`config.mk`:
```
export PLATFORM = sky130hd
export DESIGN_NAME = alu_mul_seq
export DESIGN_NICKNAME = d
export VERILOG_FILES = /design/src/rtl/alu_mul_seq_pkg.sv /design/src/rtl/alu_mul_seq_alu_port_mux.sv /design/src/rtl/alu_mul_seq.sv
export SDC_FILE = /design/constraint.sdc
export NUM_CORES = 1
export LEC_CHECK = 0
export BUFFER_PORTS_ARGS = -buffer_cell sky130_fd_sc_hd__buf_2
export CAP_MARGIN = 25
export CORE_AREA = 2 2 91 93
export CTS_CLUSTER_DIAMETER = 80
export DETAILED_ROUTE_END_ITERATION = 8
export DIE_AREA = 0 0 93 95
export MAX_ROUTING_LAYER = met4
export PLACE_DENSITY = 0.59
export RECOVER_POWER = 100
export SYNTH_ARGS = -nofsm -noshare
export SYNTH_HDL_FRONTEND = slang
export SYNTH_SLANG_ARGS = --single-unit
```
`constraint.sdc`:
```
create_clock -name Clk -period 1.8 [get_ports Clk]
set_clock_uncertainty 0.15 [all_clocks]
set_input_delay 0.36 -clock Clk [delete_from_list [all_inputs] [get_ports Clk]]
set_output_delay 0.36 -clock Clk [all_outputs]
set_load 0.01 [all_outputs]
```
`src/rtl/alu_mul_seq_pkg.sv`:
```
// Shared ALU control encodings and sequencer state type.
// Latency: n/a (constants and types only).
// Backpressure: n/a.
//
// Imported by the multiply sequencer, the ALU port mux, the ALU and the decoder
// so that every block agrees on the OP/Function encoding of the 8-bit ALU.
package alu_mul_seq_pkg;

    // ALU OP field
    localparam logic [1:0] OP_ARITH = 2'b00;
    localparam logic [1:0] OP_MEM   = 2'b01;
    localparam logic [1:0] OP_LOGIC = 2'b10;
    localparam logic [1:0] OP_SHIFT = 2'b11;

    // ALU Function field (meaning depends on OP)
    localparam logic [1:0] FN_ADD = 2'b00;  // with OP_ARITH
    localparam logic [1:0] FN_BEQ = 2'b01;  // with OP_ARITH, Zero = (A == B)
    localparam logic [1:0] FN_SLL = 2'b00;  // with OP_SHIFT
    localparam logic [1:0] FN_SRL = 2'b01;  // with OP_SHIFT

    typedef enum logic [2:0] {
        ST_IDLE = 3'd0,
        ST_TEST = 3'd1,
        ST_ADD  = 3'd2,
        ST_SHA  = 3'd3,
        ST_SHB  = 3'd4,
        ST_DONE = 3'd5
    } state_e;

endpackage

```
`src/rtl/alu_mul_seq_alu_port_mux.sv`:
```
// ALU port owner select: core request when idle, sequencer drive when busy.
// Latency: purely combinational, zero cycles.
// Backpressure: none; the core is expected to stall on Busy.
//
// Ports: sel_seq_i selects the sequencer side; core_*_i / seq_*_i are the two
// candidate ALU requests; alu_*_o go to ALU InputA/InputB/OP/Function.
module alu_port_mux #(
    parameter int WIDTH = 8
) (
    input  logic             sel_seq_i,
    input  logic [WIDTH-1:0] core_a_i,
    input  logic [WIDTH-1:0] core_b_i,
    input  logic [1:0]       core_op_i,
    input  logic [1:0]       core_func_i,
    input  logic [WIDTH-1:0] seq_a_i,
    input  logic [WIDTH-1:0] seq_b_i,
    input  logic [1:0]       seq_op_i,
    input  logic [1:0]       seq_func_i,
    output logic [WIDTH-1:0] alu_a_o,
    output logic [WIDTH-1:0] alu_b_o,
    output logic [1:0]       alu_op_o,
    output logic [1:0]       alu_func_o
);

    always_comb begin
        if (sel_seq_i) begin
            alu_a_o    = seq_a_i;
            alu_b_o    = seq_b_i;
            alu_op_o   = seq_op_i;
            alu_func_o = seq_func_i;
        end else begin
            alu_a_o    = core_a_i;
            alu_b_o    = core_b_i;
            alu_op_o   = core_op_i;
            alu_func_o = core_func_i;
        end
    end

endmodule

```
`src/rtl/alu_mul_seq.sv`:
```
// Shift-add multiplier (product mod 2^WIDTH) built only from the shared ALU's add/sll/srl/beq.
// Latency: Done pulses 1 + per-iteration (TEST [+ADD] + SHA + SHB) + final TEST cycles after the Start edge.
// Backpressure: Busy high in every non-IDLE state; core stalls, Start and Core* are ignored meanwhile.
//
// Ports: Clk/Reset_n; Start/MulA/MulB request; Core* idle pass-through request;
// AluOut/AluZero from the ALU; Alu* to the ALU; Busy/Done/Product/Iters status.
module alu_mul_seq
    import alu_mul_seq_pkg::*;
#(
    parameter int WIDTH      = 8,
    parameter int EARLY_EXIT = 1
) (
    input  logic             Clk,
    input  logic             Reset_n,
    input  logic             Start,
    input  logic [WIDTH-1:0] MulA,
    input  logic [WIDTH-1:0] MulB,
    input  logic [WIDTH-1:0] CoreA,
    input  logic [WIDTH-1:0] CoreB,
    input  logic [1:0]       CoreOp,
    input  logic [1:0]       CoreFunc,
    input  logic [WIDTH-1:0] AluOut,
    input  logic             AluZero,
    output logic [WIDTH-1:0] AluA,
    output logic [WIDTH-1:0] AluB,
    output logic [1:0]       AluOp,
    output logic [1:0]       AluFunc,
    output logic             Busy,
    output logic             Done,
    output logic [WIDTH-1:0] Product,
    output logic [3:0]       Iters
);

    // Iteration counter shares the 4-bit Iters width; WIDTH must stay below 16.
    localparam logic [3:0] CNT_MAX = 4'(WIDTH);

    state_e           state_q, state_d;
    logic [WIDTH-1:0] mcand_q, mplier_q, acc_q, product_q;
    logic [3:0]       cnt_q, iters_q;

    logic [WIDTH-1:0] seq_a, seq_b;
    logic [1:0]       seq_op, seq_func;

    // State register
    always_ff @(posedge Clk or negedge Reset_n) begin
        if (!Reset_n) state_q <= ST_IDLE;
        else          state_q <= state_d;
    end

    // Next-state logic. The early-exit test relies on the ALU's BEQ Zero flag
    // for mplier == 0 rather than a local comparator.
    always_comb begin
        state_d = state_q;
        case (state_q)
            ST_IDLE: if (Start) state_d = ST_TEST;
            ST_TEST: begin
                if ((AluZero && (EARLY_EXIT != 0)) || (cnt_q == CNT_MAX))
                    state_d = ST_DONE;
                else if (mplier_q[0])
                    state_d = ST_ADD;
                else
                    state_d = ST_SHA;
            end
            ST_ADD:  state_d = ST_SHA;
            ST_SHA:  state_d = ST_SHB;
            ST_SHB:  state_d = ST_TEST;
            ST_DONE: state_d = ST_IDLE;
            default: state_d = ST_IDLE;
        endcase
    end

    // Sequencer ALU drive, decoded from state only. IDLE/DONE park on a
    // harmless BEQ 0,0 (IDLE drive is never selected by the mux anyway).
    always_comb begin
        seq_a    = '0;
        seq_b    = '0;
        seq_op   = OP_ARITH;
        seq_func = FN_BEQ;
        case (state_q)
            ST_TEST: begin
                seq_a = mplier_q;
            end
            ST_ADD: begin
                seq_a    = acc_q;
                seq_b    = mcand_q;
                seq_func = FN_ADD;
            end
            ST_SHA: begin
                seq_a    = mcand_q;
                seq_b    = WIDTH'(1);
                seq_op   = OP_SHIFT;
                seq_func = FN_SLL;
            end
            ST_SHB: begin
                seq_a    = mplier_q;
                seq_b    = WIDTH'(1);
                seq_op   = OP_SHIFT;
                seq_func = FN_SRL;
            end
            default: ;
        endcase
    end

    assign Busy = (state_q != ST_IDLE);
    assign Done = (state_q == ST_DONE);

    // Datapath registers; every arithmetic result comes back through AluOut.
    always_ff @(posedge Clk or negedge Reset_n) begin
        if (!Reset_n) begin
            mcand_q   <= '0;
            mplier_q  <= '0;
            acc_q     <= '0;
            cnt_q     <= '0;
            product_q <= '0;
            iters_q   <= '0;
        end else begin
            case (state_q)
                ST_IDLE: if (Start) begin
                    mcand_q  <= MulA;
                    mplier_q <= MulB;
                    acc_q    <= '0;
                    cnt_q    <= '0;
                end
                ST_ADD: acc_q <= AluOut;
                ST_SHA: mcand_q <= AluOut;
                ST_SHB: begin
                    mplier_q <= AluOut;
                    cnt_q    <= cnt_q + 4'd1;
                end
                default: ;
            endcase
            // Result is committed on the edge that enters DONE and then held.
            if (state_q == ST_TEST && state_d == ST_DONE) begin
                product_q <= acc_q;
                iters_q   <= cnt_q;
            end
        end
    end

    assign Product = product_q;
    assign Iters   = iters_q;

    alu_port_mux #(.WIDTH(WIDTH)) u_port_mux (
        .sel_seq_i   (Busy),
        .core_a_i    (CoreA),
        .core_b_i    (CoreB),
        .core_op_i   (CoreOp),
        .core_func_i (CoreFunc),
        .seq_a_i     (seq_a),
        .seq_b_i     (seq_b),
        .seq_op_i    (seq_op),
        .seq_func_i  (seq_func),
        .alu_a_o     (AluA),
        .alu_b_o     (AluB),
        .alu_op_o    (AluOp),
        .alu_func_o  (AluFunc)
    );

endmodule

```
== After elaboration in Yosys (flattened, before gate mapping) ==
Cells that the tools add are included.

* $add $sub $neg: 1
* Multiply operators: 0
* Divide/modulo/power cells: 0
* Order comparisons: 0
* Equality and inequality tests: 8
* Shifts and indexed selects: 0
* Mux-type cells: 20
* Bitwise gates (word level): 0
* Reduce and logical (&&, ||, !) cells: 13

{| class="wikitable"
|+ Operator list
! cell !! count
|-
| 8-bit case mux with 2 select lines || 4
|-
| 8-bit 2-to-1 mux || 5
|-
| 8-bit case mux with 3 select lines || 1
|-
| 3-bit case mux with 5 select lines || 1
|-
| 3-bit equality test (second input constant) || 3
|-
| 4-bit case mux with 2 select lines || 1
|-
| 3-bit by 2-bit equality test with 1-bit output (second input constant) || 2
|-
| 2-bit 2-to-1 mux || 3
|-
| 3-bit 2-to-1 mux || 2
|-
| 2-bit AND reduction || 3
|-
| 2-bit nonzero test || 3
|-
| 2-bit OR reduction || 3
|-
| 4-bit by 1-bit adder with 4-bit output (second input constant) || 1
|-
| 4-bit equality test (second input constant) || 1
|-
| 4-bit 2-to-1 mux || 1
|-
| 3-bit by 1-bit equality test with 1-bit output (second input constant) || 1
|-
| 3-bit zero test || 1
|-
| 3-bit nonzero test || 1
|-
| 1-bit 2-to-1 mux || 2
|-
| 2-bit inequality test (second input constant) || 1
|-
| 1-bit logical AND || 1
|-
| 1-bit logical OR || 1
|}

* Bits in registers: 43
* Latch bits: 0
* RAM bits: 0
* Memory bits (read-only): 0
* Bits of input ports: 48
* Output and inout bits: 34
* Memories: 0

== Logic depth before layout (Yosys ltp) ==
Gate-level depths: netlist of the first run.

* Word-level depth: 6
* Depth in mapped cells: 6

== Cells and area by module ==
From an unflattened synthesis of the first run, not the netlist that was laid out.

* Cell total of the unflattened synthesis: 225
* Area, all modules: 2,611.3 µm²

{| class="wikitable"
|+ By module, submodules not included
! module !! instances !! cells each !! area an instance (µm²) !! seq. area each (µm²)
|-
| alu_mul_seq || 1 || 203 || 2,288.4 || 1,076.0
|-
| alu_port_mux || 1 || 22 || 322.8 || 0.0
|}

== Worst setup path before layout of the first run ==
No wires, ideal clock.

* Path kind: flip-flop to output port
* Start point: register state_q[0]
* End point: output port AluB[1]
* Arrival time: 1.361 ns
* Required time: 1.290 ns
* Path slack: -0.071 ns
* Cell stages (with the launch flop): 5
* Path buffers: 2
* Cell sequence: dfrtp_1 > buf_4 > buf_2 > nor3_2 > a22o_1

* Longest elaborated chain between the ends: 4

{| class="wikitable"
|+ Ends and longest elaborated chain
! what !! RTL line !! source
|-
| start: declaration || alu_mul_seq.sv:37 || <nowiki>state_e state_q, state_d;</nowiki>
|-
| start signal: assignment || alu_mul_seq.sv:47 || <nowiki>else state_q <= state_d;</nowiki>
|-
| 3-bit by 2-bit equality test with 1-bit output / 3-bit equality test (equally long branches) || alu_mul_seq.sv:79 || <nowiki>case (state_q)</nowiki>
|-
| 2-bit OR reduction (no source line) || n/a ||
|-
| 8-bit case mux with 2 select lines || alu_mul_seq.sv:79 ||
|-
| 8-bit 2-to-1 mux * || alu_mul_seq_alu_port_mux.sv:26 || <nowiki>if (sel_seq_i) begin</nowiki>
|-
| end: declaration || alu_mul_seq.sv:25 || <nowiki>output logic [WIDTH-1:0] AluB,</nowiki>
|}

Every way passes the cells marked *; elsewhere a longest branch is shown, timed or not.

== Final worst setup path of the first run ==
* Start point: register state_q[1]
* End point: output port AluA[3]

* Longest elaborated chain between the ends: 4

{| class="wikitable"
|+ Ends and longest elaborated chain
! what !! RTL line !! source
|-
| 3-bit by 1-bit equality test with 1-bit output / 3-bit equality test (equally long branches) || alu_mul_seq.sv:79 ||
|-
| 2-bit OR reduction (no source line) || n/a ||
|-
| 8-bit case mux with 3 select lines || alu_mul_seq.sv:79 ||
|-
| 8-bit 2-to-1 mux * || alu_mul_seq_alu_port_mux.sv:26 ||
|-
| end: declaration || alu_mul_seq.sv:24 || <nowiki>output logic [WIDTH-1:0] AluA,</nowiki>
|}

Marked as above.

==> summary.txt, run 1 <==
Worst setup path
  • CP arrival: 1690 ps
  • Critical path's top delay family: multiplexers
  • Setup crit end kind: output port
  • Critical-path top delay cell: mux4_2
  • Worst Path Max Fanout: 3
  • Critical Path RT: 1290 ps
  • Critical Path Max Stage Delay: 500 ps
  • Crit path kind: flip-flop to output port
  • CP startpoint kind: flip-flop
  • Crit-path cells: buf_4 > mux4_2 > a22o_1 > buf_2
  • Critical path buffers and inverters: 2

Detailed routing
  • First drt pass iteration count: 4
  • Final ANT Viol Nets: 0
  • Via count: 2071
  • # DRC: 0
  • Initial drt markers: 61
  • Wire length per cell: 16.9 um
  • Drt via density: 4.90
  • WL final: 7.14 mm

Synth
  • Warnings from Yosys: 0
  • Syn Inst Count: 192
  • Number of synthesized flops with an enable pin: 0
  • Mapped Area: 2310 um2
  • Sequential area share after synthesis: 46.6%
  • Top_reg_cell synth: dfrtp_1
  • Seq cells post-synth: 43
  • Synth unique cells: 33
  • Yosys top cell area share: 46.6%
  • Ranking of synthesized cells by area: dfrtp_1 47%, a22o_1 9.5%, mux4_2 7.8%
  • Synthesized area per cell: 12.0 um2
  • Area leader, netlist: dfrtp_1
  • Synth Net Count: 242
  • Ys async rst share: 100%

Worst hold path
  • Min-delay worst type: input pin to flip-flop

Cells and area
  • Share of layout cells above drive strength 1: 51.6%
  • Diodes inserted: 0
  • Post-Route Utilization: 43.8%
  • Final nets: 367
  • Final instance count without filler cells: 423
  • Fill count: 780
  • Syn-to-layout area delta: 50.4%

Clocking
  • Clock latency on the worst-skew pair: 300 ps
  • Sink Count: 43
  • CTS tree: yes
  • Clock slew at reported path FFs: 80 ps
  • Clk buf depth: 2
  • Cts bufs inserted: 5
  • Clock root buffer: clkbuf_8
  • H-tree depth: 2

Placement
  • Dpl hpwl: 4.79 mm
  • Pre-CTS setup slack: -94.0 ps
  • I/O Buffers: 81
  • Dpl cells: 394
  • Placer Congestion: 0.757

Power and ir drop
  • Pwr/cell area: 1760 nW/um2
  • Leakage: 1.66 nW
  • Peak VDD IR: 756 uV

Global routing
  • Initial antenna violation count: 0
  • GRT Total Usage: 17.0%
  • Via count of the first global-routing pass: 2023
  • Total grt overflow: 0
  • First-pass GRT wire length: 11.0 mm
  • Largest net degree at the start of global routing: 26

STA
  • Setup Viol. Count Final: 64
  • Final hold vios: 0
  • Final Max Slew Viols: 0
  • Fmax: 455 MHz
  • Worst slew pin tran: 483 ps
  • Final min period: 2200 ps
  • Fin crit share: 122%
  • Slack of the critical path: -398 ps
  • RSZ-0062 raised after global routing: true
  • Slew headroom: 67.8%

Floorplan
  • Die height: 95 um
  • Die width: 93 um
  • Num ports: 82
  • Initial Util: 29.1%
  • Site Rows: 33
  • Core ar.: 7930 um2
  • Die area: 8840 um2

Outcome
  • Outcome: complete, but fails checks
  • Failing checks: setup timing

Run
  • Max-Cap Viols: 0
[routing by layer]
| metal | track usage, % | wire length [um] | part of all wire, % | up-vias |
|---|---|---|---|---|
| met3 | 2.79 | 344 | 4.8 | 11 |
| li1 | - | - | - | 973 |
| met1 | 22.9 | 3270 | 46 | 1018 |
| met2 | 26.6 | 3400 | 48 | 69 |
| met5 | - | 0 | 0 | - |
| met4 | 4.78 | 122 | 1.7 | 0 |
[cell type report]
| type | instances | area, um2 | area share [%] |
|---|---|---|---|
| flip-flops and latches | 43 | 1080 | 31.0 |
| inverters | 6 | 25.0 | 0.721 |
| clock buffers | 8 | 100 | 2.88 |
| well taps | 105 | 131 | 3.79 |
| multi-input cells | 131 | 1210 | 34.9 |
| repair buffers | 130 | 923 | 26.6 |
[per-stage QoR]
stage	hold WS, ps	setup TNS [ps]	power, mW	area (um2)
CTS	152	-17700	6.06	3430
global placement	191	-1310	4.75	3050
detailed placement	189	-1320	4.80	3050
global route	173	-14460	6.49	3470
finish	153	-10650	6.12	3470
floorplan	-85.6	-7.95	3.53	2330
[flip-flops by register name (all words and copies together), names as in the netlist]
register and cells:
Product 8, acc_q 8, mcand_q 8, mplier_q 8, Iters 4, cnt_q 4, state_q 3
[placed cells by master (no fill, tap or decap), types with 2 or more instances in the layout]
| cell | netlist | routed |
|---|---|---|
| nand2_1 | 10 | 10 |
| inv_1 | 6 | 5 |
| buf_6 | 3 | 12 |
| mux4_2 | 8 | 8 |
| o21ai_1 | 1 | 11 |
| a21oi_1 | 10 | 9 |
| buf_12 | 0 | 4 |
| clkbuf_8 | 0 | 7 |
| buf_4 | 4 | 28 |
| mux2i_1 | 16 | 16 |
| ha_1 | 2 | 2 |
| nor2_4 | 0 | 4 |
| buf_16 | 0 | 2 |
| mux2_2 | 13 | 12 |
| nor3b_4 | 2 | 3 |
| buf_2 | 4 | 67 |
| a22o_1 | 25 | 25 |
| dfrtp_1 | 43 | 42 |
| nor2_1 | 12 | 10 |
| o21ai_2 | 0 | 2 |
| clkbuf_1 | 2 | 13 |
[timing repair]
| action | CTS | global route |
|---|---|---|
| pin swaps | 19 | 10 |
| gates resized for setup | 41 | 9 |
| endpoints found under the hold margin | 18 | 0 |
| setup buffers | 9 | 10 |
| gates cloned | 4 | 1 |
| endpoints found under the setup margin | 47 | 64 |
| hold buffers | 1 | 0 |
[where the power goes]
group	switching [mW]	total [mW]	internal, mW
registers	0.307	1.68	1.37
logic	1.72	3.75	2.03
clock network	0.343	0.694	0.351
[cells by family after synthesis]
kind of cell | share of synthesized area (%)
flip-flops | 46.6
adder cells (fa/ha/maj) | 1.08
multiplexers | 21.1
AO/OA/AOI/OAI | 15.9
AND/OR/NAND/NOR | 9.98
XOR/XNOR | 0.380
buffers and inverters | 4.93
[Yosys cell counts, types with 2 or more instances]
cell / instances
buf_2: 4
nor3b_4: 2
buf_4: 4
a22o_1: 25
dfrtp_1: 43
a21oi_1: 10
o21ai_0: 12
buf_6: 3
o31ai_1: 2
nor2_1: 12
inv_1: 6
clkbuf_1: 2
mux4_2: 8
ha_1: 2
mux2i_1: 16
nand2_1: 10
nand3_1: 2
mux2_2: 13
nor3b_1: 2
[worst reg2reg max path: cells and delay by family, from the launching register on]
kind / cells / cell delay, ps
buffers and inverters: 4 / 500
DFF: 1 / 440
and+or+nand+nor: 2 / 750
AOI/OAI and AO/OA: 1 / 150
[path summary, 6_finish.rpt]
kind	from	endpoint	slack [ps]	cells past startpoint
worst max-delay path	state_q[1]$_DFF_PN0_	AluA[3]	-400	4
worst min-delay path	AluOut[6]	mplier_q[6]$_DFFE_PN0P_	150	3
worst max register to register	state_q[1]$_DFF_PN0_	cnt_q[2]$_DFFE_PN0P_	-250	7
worst min register to register	Product[3]$_DFFE_PN0P_	Product[3]$_DFFE_PN0P_	360	1
max in group asynchronous	Reset_n	state_q[1]$_DFF_PN0_	270	3
min in group asynchronous	Reset_n	Product[2]$_DFFE_PN0P_	420	2
Power figures use the tool's default switching activity.
==> inputs of run 2 (changes only) <==
--- a/config.mk
+++ b/config.mk
@@ -6,12 +6,15 @@
 export NUM_CORES = 1
 export LEC_CHECK = 0
+export ABC_AREA = 1
 export BUFFER_PORTS_ARGS = -buffer_cell sky130_fd_sc_hd__buf_2
 export CAP_MARGIN = 25
-export CORE_AREA = 2 2 91 93
+export CELL_PAD_IN_SITES_DETAIL_PLACEMENT = 1
+export CELL_PAD_IN_SITES_GLOBAL_PLACEMENT = 2
+export CORE_AREA = 2 2 106 108
 export CTS_CLUSTER_DIAMETER = 80
 export DETAILED_ROUTE_END_ITERATION = 8
-export DIE_AREA = 0 0 93 95
+export DIE_AREA = 0 0 108 110
 export MAX_ROUTING_LAYER = met4
-export PLACE_DENSITY = 0.59
+export PLACE_DENSITY = 0.79
 export RECOVER_POWER = 100
 export SYNTH_ARGS = -nofsm -noshare
==> constraint.sdc (replaced) <==
create_clock -name Clk -period 1.8 [get_ports Clk]
set_clock_uncertainty 0.15 [all_clocks]
set_input_delay 0 -clock Clk [delete_from_list [all_inputs] [get_ports Clk]]
set_output_delay 0 -clock Clk [all_outputs]
set_load 0.01 [all_outputs]
==> summary.txt, run 2 <==
Outcome
  • Outcome: completed

Cells and area
  • Diodes inserted: 0 (unchanged)
  • Syn-to-layout area delta: 45.5%
  • Final instance count without filler cells: 625 (+48%)
  • Final nets: 535 (+46%)
  • Fill count: 1367 (+75%)
  • Most frequent cells in the layout: 136 x nand2_1, 67 x nand3_1, 67 x buf_2, 40 x dfrtp_1, 31 x inv_1
  • Commonest non-fill, non-tap cell in the layout: nand2_1
  • Share of layout cells above drive strength 1: 27.0% (-25 points)
  • Post-Route Utilization: 34.6% (-9.2 points)

Global routing
  • Largest net degree at the start of global routing: 20 (-23%)
  • First-pass GRT wire length: 14.1 mm (+28%)
  • Total grt overflow: 0 (unchanged)
  • GRT Total Usage: 15.6% (-1.3 points)
  • Initial antenna violation count: 0 (unchanged)
  • Via count of the first global-routing pass: 2841 (+40%)

Synth
  • Ys async rst share: 100% (unchanged)
  • Count leader, synth: nand2_1
  • Top_reg_cell synth: dfrtp_1
  • Mapped Area: 2540 um2 (+10%)
  • Synth top cells by count: 141 x nand2_1, 74 x nand3_1, 43 x dfrtp_1
  • Sequential area share after synthesis: 42.3% (-4.3 points)
  • Ranking of synthesized cells by area: dfrtp_1 42%, nand2_1 21%, nand3_1 15%
  • Seq cells post-synth: 43 (unchanged)
  • Synthesized area per cell: 7.09 um2 (-41%)
  • Warnings from Yosys: 0 (unchanged)
  • Synth Net Count: 409 (+69%)
  • Area leader, netlist: dfrtp_1
  • Syn Inst Count: 359 (+87%)
  • Yosys top cell area share: 42.3% (-4.3 points)
  • Synth unique cells: 24 (-27%)
  • Number of synthesized flops with an enable pin: 0 (unchanged)

Worst setup path
  • Critical Path RT: 1650 ps (+360 ps)
  • Worst Path Max Fanout: 8 (+5)
  • CP startpoint kind: flip-flop
  • Setup crit end kind: output port
  • R2R cell count: 7 (unchanged)
  • Critical R2R Capture: mcand_q[6]$_DFFE_PN0P_
  • CP arrival: 1600 ps (-90 ps)
  • R2R setup slack: 70 ps (+320 ps)
  • FF-to-FF Start: state_q[1]$_DFF_PN0_
  • Crit path kind: flip-flop to output port

Floorplan
  • Initial Util: 23.8% (-5.3 points)
  • Site Rows: 38 (+15%)
  • Core ar.: 10700 um2 (+35%)
  • Num ports: 82 (unchanged)
  • Die height: 110 um (+16%)
  • Die width: 108 um (+16%)
  • Die area: 11900 um2 (+34%)

Power and ir drop
  • Power, Total: 5.49 mW (-10%)
  • Pwr/cell area: 1480 nW/um2 (-16%)
  • Leakage: 2.01 nW (+21%)
  • Clock Power Share: 11.6% (+0.3 points)
  • Sw frac: 46.3% (+7.6 points)
  • Comb pwr share: 57.4% (-3.8 points)
  • Reg power frac: 30.9% (+3.5 points)
  • Net Sw Power: 2.54 mW (+7.4%)
  • Cell internal pwr: 2.95 mW (-21%)
  • Peak VDD IR: 457 uV (-40%)

Worst hold path
  • Min-delay worst type: input pin to output port
  • Hold depth: 4 (+1)
  • Hold Path End: AluB[5]
  • Worst hold start: CoreB[5]

Clocking
  • Clock root buffer: clkbuf_8
  • CTS tree: yes
  • Clock latency on the worst-skew pair: 300 ps (about the same)
  • Clk buf depth: 2 (unchanged)
  • Sink Count: 43 (unchanged)
  • H-tree depth: 2 (unchanged)
  • Cts bufs inserted: 5 (unchanged)
  • Clock slew at reported path FFs: 80 ps (about the same)

Detailed routing
  • Via count: 2795 (+35%)
  • Final ANT Viol Nets: 0 (unchanged)
  • WL final: 8.91 mm (+25%)
  • Initial drt markers: 113 (+85%)
  • Wire length per cell: 14.3 um (-16%)
  • # DRC: 0 (unchanged)
  • First drt pass iteration count: 4 (unchanged)
  • Drt via density: 4.47 (-8.7%)

Placement
  • Dpl hpwl: 6.88 mm (+44%)
  • Dpl cells: 581 (+47%)
  • Placer Congestion: 0.775 (+2.4%)
  • I/O Buffers: 81 (unchanged)

STA
  • Hold_ws: 138 ps (-14.6 ps)
  • Worst slew pin tran: 891 ps (+407 ps)
  • Final Max Slew Viols: 0 (unchanged)
  • Final min period: 1750 ps (-447 ps)
  • Fmax: 571 MHz (+25%)
  • Setup Viol. Count Final: 0 (-100%)
  • RSZ-0062 raised after global routing: true
  • Final hold vios: 0 (unchanged)
  • Fin crit share: 97.3% (-25 points)
  • Slew headroom: 40.6% (-27 points)

Run
  • Max-Cap Viols: 0 (unchanged)
==> run 2: layout make-up <==
class / count / area (um2) / area share (%)
multi-input combinational: 261 / 1280 / 34.5
sequential: 43 / 1080 / 29.2
timing repair buffer: 138 / 940 / 25.4
tap: 140 / 175 / 4.73
inverter: 36 / 143 / 3.85
clock buffer: 6 / 82.6 / 2.23
clock inverter: 1 / 5.00 / 0.135
==> run 2: worst max-delay path, stage by stage (launching register included) <==
cell and delay [ps]:
dfrtp_2 470, buf_12 160, nor2_4 110, buf_6 160, nand3_2 80, nand2_2 90
inv_1 50, nand3_2 80, buf_6 110
==> run 2: routing by layer <==
layer	vias up	global-route usage, %	wire length, um
met5	-	-	0
met4	0	3.94	127
met3	8	2.06	456
met2	77	27.4	4360
met1	1304	19.1	3970
li1	1406	-	-
==> run 2: worst max-delay path by stage <==
stage	depth (start not counted)	from	endpoint	slack, ps
after detailed placement	5	state_q[0]$_DFF_PN0_	mcand_q[6]$_DFFE_PN0P_	220
after global routing	7	state_q[2]$_DFF_PN0_	AluB[0]	-30
after CTS	8	state_q[2]$_DFF_PN0_	AluA[1]	4
after floorplan	6	state_q[2]$_DFF_PN0_	acc_q[7]$_DFFE_PN0P_	360
after global placement	7	state_q[2]$_DFF_PN0_	AluB[0]	250
final	8	state_q[2]$_DFF_PN0_	AluA[0]	50
==> run 2: stage by stage <==
| step | TNS [ps] | setup slack, ps | instance area (um2) |
|---|---|---|---|
| after floorplan | 0 | 359 | 2540 |
| after global placement | 0 | 251 | 3180 |
| after detailed placement | 0 | 215 | 3180 |
| after CTS | 0 | 4.22 | 3570 |
| after global routing | -183 | -31.5 | 3700 |
| final | 0 | 48.4 | 3700 |
==> run 2: logic make-up (layout without fill, tap and decap cells) <==
logic type / after synthesis / count (layout) / share of synthesized area, %
adder cells (fa/ha/maj): 2 / 2 / 0.984
flip-flops: 43 / 43 / 42.3
AND/OR/NAND/NOR: 245 / 245 / 44.2
buffers and inverters: 55 / 181 / 9.54
XOR/XNOR: 1 / 1 / 0.344
AO/OA/AOI/OAI: 13 / 13 / 2.66
==> run 2: timing repair <==
item / CTS / global route
hold endpoints to repair: 69 / 0
pin swaps: 1 / 8
buffers inserted: 0 / 8
setup endpoints to repair: 18 / 19
resized for setup: 11 / 16
cloned: 0 / 1
hold buffers: 28 / 0
==> run 2: power by group through the flow <==
stage          clock (mW)  sequential, mW  combinational (mW)
2_1_floorplan           0            1.62                1.80
3_3_place_gp            0            1.69                2.79
3_5_place_dp            0            1.70                2.86
4_1_cts             0.652            1.70                2.96
5_1_grt             0.691            1.75                3.54
6_report            0.638            1.70                3.16
==> inputs of run 3 (changes only) <==
- CORE_AREA: 2 2 106 108 -> 2 2 97 99
- DIE_AREA: 0 0 108 110 -> 0 0 99 101
- PLACE_DENSITY: 0.79 -> 0.88
- clock period: 1.8 -> 2.25 ns (I/O delays scaled with it)
==> summary.txt, run 3 (synthesis results as in run 2) <==
Power and ir drop
  • Leakage: 1.90 nW (-5.2%)
  • Pwr/cell area: 1180 nW/um2 (-20%)
  • Peak VDD IR: 346 uV (-24%)

Worst setup path
  • Critical Path Max Stage Delay: 530 ps (+60 ps)
  • Critical Path RT: 2100 ps (+450 ps)
  • CP startpoint kind: flip-flop
  • Critical-path top delay cell: dfrtp_1
  • Critical Path End: AluB[0]
  • CP Launch Point: state_q[2]$_DFF_PN0_
  • R2R setup slack: 370 ps (+300 ps)
  • CP arrival: 1960 ps (+360 ps)
  • Critical R2R Capture: mcand_q[3]$_DFFE_PN0P_
  • Worst Path Max Fanout: 21 (+13)
  • R2R cell count: 5 (-2)
  • Crit path kind: flip-flop to output port
  • Setup crit end kind: output port
  • FF-to-FF Start: state_q[2]$_DFF_PN0_
  • Crit-path cells: inv_2 > nand3_4 > and2_1 > nand3_1 > buf_2

Floorplan
  • Core ar.: 8980 um2 (-16%)
  • Num ports: 82 (unchanged)
  • Die width: 99 um (-8.3%)
  • Initial Util: 28.3% (+4.6 points)
  • Die height: 101 um (-8.2%)
  • Site Rows: 35 (-7.9%)
  • Die area: 10000 um2 (-16%)

Global routing
  • Total grt overflow: 0 (unchanged)
  • First-pass GRT wire length: 13.8 mm (-1.9%)
  • Via count of the first global-routing pass: 2812 (-1.0%)
  • Largest net degree at the start of global routing: 23 (+15%)
  • Initial antenna violation count: 0 (unchanged)
  • GRT Total Usage: 17.9% (+2.3 points)

Detailed routing
  • First drt pass iteration count: 4 (unchanged)
  • Wire length per cell: 14.8 um (+3.5%)
  • Drt via density: 4.73 (+5.7%)
  • Initial drt markers: 94 (-17%)
  • # DRC: 0 (unchanged)
  • Metal2 WL: 4.32 mm (-0.78%)
  • Top Metal Used: met4
  • Final ANT Viol Nets: 0 (unchanged)
  • WL final: 8.54 mm (-4.2%)
  • Metal1 wirelength: 3.74 mm (-5.9%)
  • WL met3: 384 um (-16%)
  • Via count: 2738 (-2.0%)

Cells and area
  • Fill count: 1159 (-15%)
  • Diodes inserted: 0 (unchanged)
  • Commonest non-fill, non-tap cell in the layout: nand2_1
  • FF+latch area: 1080 um2 (-0.23%)
  • Syn-to-layout area delta: 35.3%
  • Most frequent cells in the layout: 140 x nand2_1, 74 x nand3_1, 68 x buf_2, 42 x dfrtp_1, 31 x inv_1
  • Area of the multi-input gates: 1230 um2 (-3.5%)
  • Share of layout cells above drive strength 1: 21.6% (-5.4 points)
  • Final nets: 517 (-3.4%)

Run
  • Max-Cap Viols: 0 (unchanged)

Clocking
  • Clk buf depth: 2 (unchanged)
  • Clock slew at reported path FFs: 90 ps (about the same)
  • Cts bufs inserted: 5 (unchanged)
  • CTS tree: yes
  • Clock latency on the worst-skew pair: 310 ps (about the same)
  • Sink Count: 43 (unchanged)
  • H-tree depth: 2 (unchanged)
  • Clock root buffer: clkbuf_8

Placement
  • Dpl hpwl: 6.59 mm (-4.3%)
  • Placer Congestion: 0.856 (+10%)
  • I/O Buffers: 81 (unchanged)

Outcome
  • Outcome: completed

Worst hold path
  • Min-delay worst type: input pin to output port

STA
  • Final setup TNS: 0 ps (unchanged)
  • Worst slew pin tran: 1250 ps (+359 ps)
  • Slew headroom: 16.7% (-24 points)
  • Final hold vios: 0 (unchanged)
  • Fin crit share: 93.6%
  • RSZ-0062 raised after global routing: false
  • Final min period: 2110 ps
  • Final Max Slew Viols: 0 (unchanged)
  • Setup Viol. Count Final: 0 (unchanged)
  • Hold_ws: 136 ps (-1.91 ps)
  • Fmax: 475 MHz
[run 3: cell count changes in the layout (fill, tap and decap cells not counted), sizes merged]
| cell | previous run | this run |
|---|---|---|
| clkbuf | 22 | 21 |
| clkinvlp | 0 | 1 |
| buf | 94 | 77 |
[run 3: final cells by class]
cell class | instances | share of cell area [%]
Clock buffer | 6 | 2.40
Tap cell | 111 | 4.04
Sequential cell | 43 | 31.3
Multi-Input combinational cell | 261 | 35.8
Inverter | 36 | 4.04
Timing Repair Buffer | 120 | 22.0
Clock inverter | 2 | 0.400
[run 3: how the worst min path moves through the flow]
| stage | depth (start not counted) | startpoint | to | slack, ps |
|---|---|---|---|---|
| floorplan | 0 | Reset_n | Iters[0]$_DFFE_PN0P_ | -450 |
| global placement | 1 | Reset_n | mcand_q[3]$_DFFE_PN0P_ | -300 |
| detailed placement | 1 | Reset_n | mcand_q[5]$_DFFE_PN0P_ | -300 |
| CTS | 3 | Reset_n | mcand_q[0]$_DFFE_PN0P_ | 80 |
| global route | 4 | CoreB[4] | AluB[4] | 160 |
| finish | 4 | CoreB[7] | AluB[7] | 140 |
[run 3: what timing repair did]
action | 4_1_cts | 5_1_grt
gates resized for setup | 0 | 4
endpoints found under the setup margin | 0 | 20
buffers inserted | 0 | 1
endpoints found under the hold margin | 69 | 0
hold buffers | 28 | 0
[run 3: metal layers]
metal,vias to the layer above,track usage [%]
met4,0,4.85
met5,-,-
li1,1373,-
met1,1294,21.5
met3,10,3.33
met2,61,30.9
[run 3: stage by stage]
stage	power [mW]	util, %	worst slack [ps]	cells	area (um2)
final	4.08	38.3	145	579	3440
after detailed placement	3.49	34.0	346	542	3060
after floorplan	2.74	-	809	359	2540
after CTS	4.08	38.2	1.50	578	3430
after global routing	4.45	38.3	1.91	579	3440
after global placement	3.42	34.0	387	542	3060
[run 3: report_power, final]
| group | internal (mW) | leakage (nW) | switching [mW] |
|---|---|---|---|
| Clock | 0.251 | 0.0516 | 0.290 |
| Combinational | 0.795 | 1.30 | 1.37 |
| Sequential | 1.08 | 0.557 | 0.295 |
| Total | 2.13 | 1.90 | 1.95 |
[run 3: critical path: cells and delay by family (launching register included)]
family,cells,cell delay [ps]
simple gates,3,630
flops,1,530
buf+inv,2,480
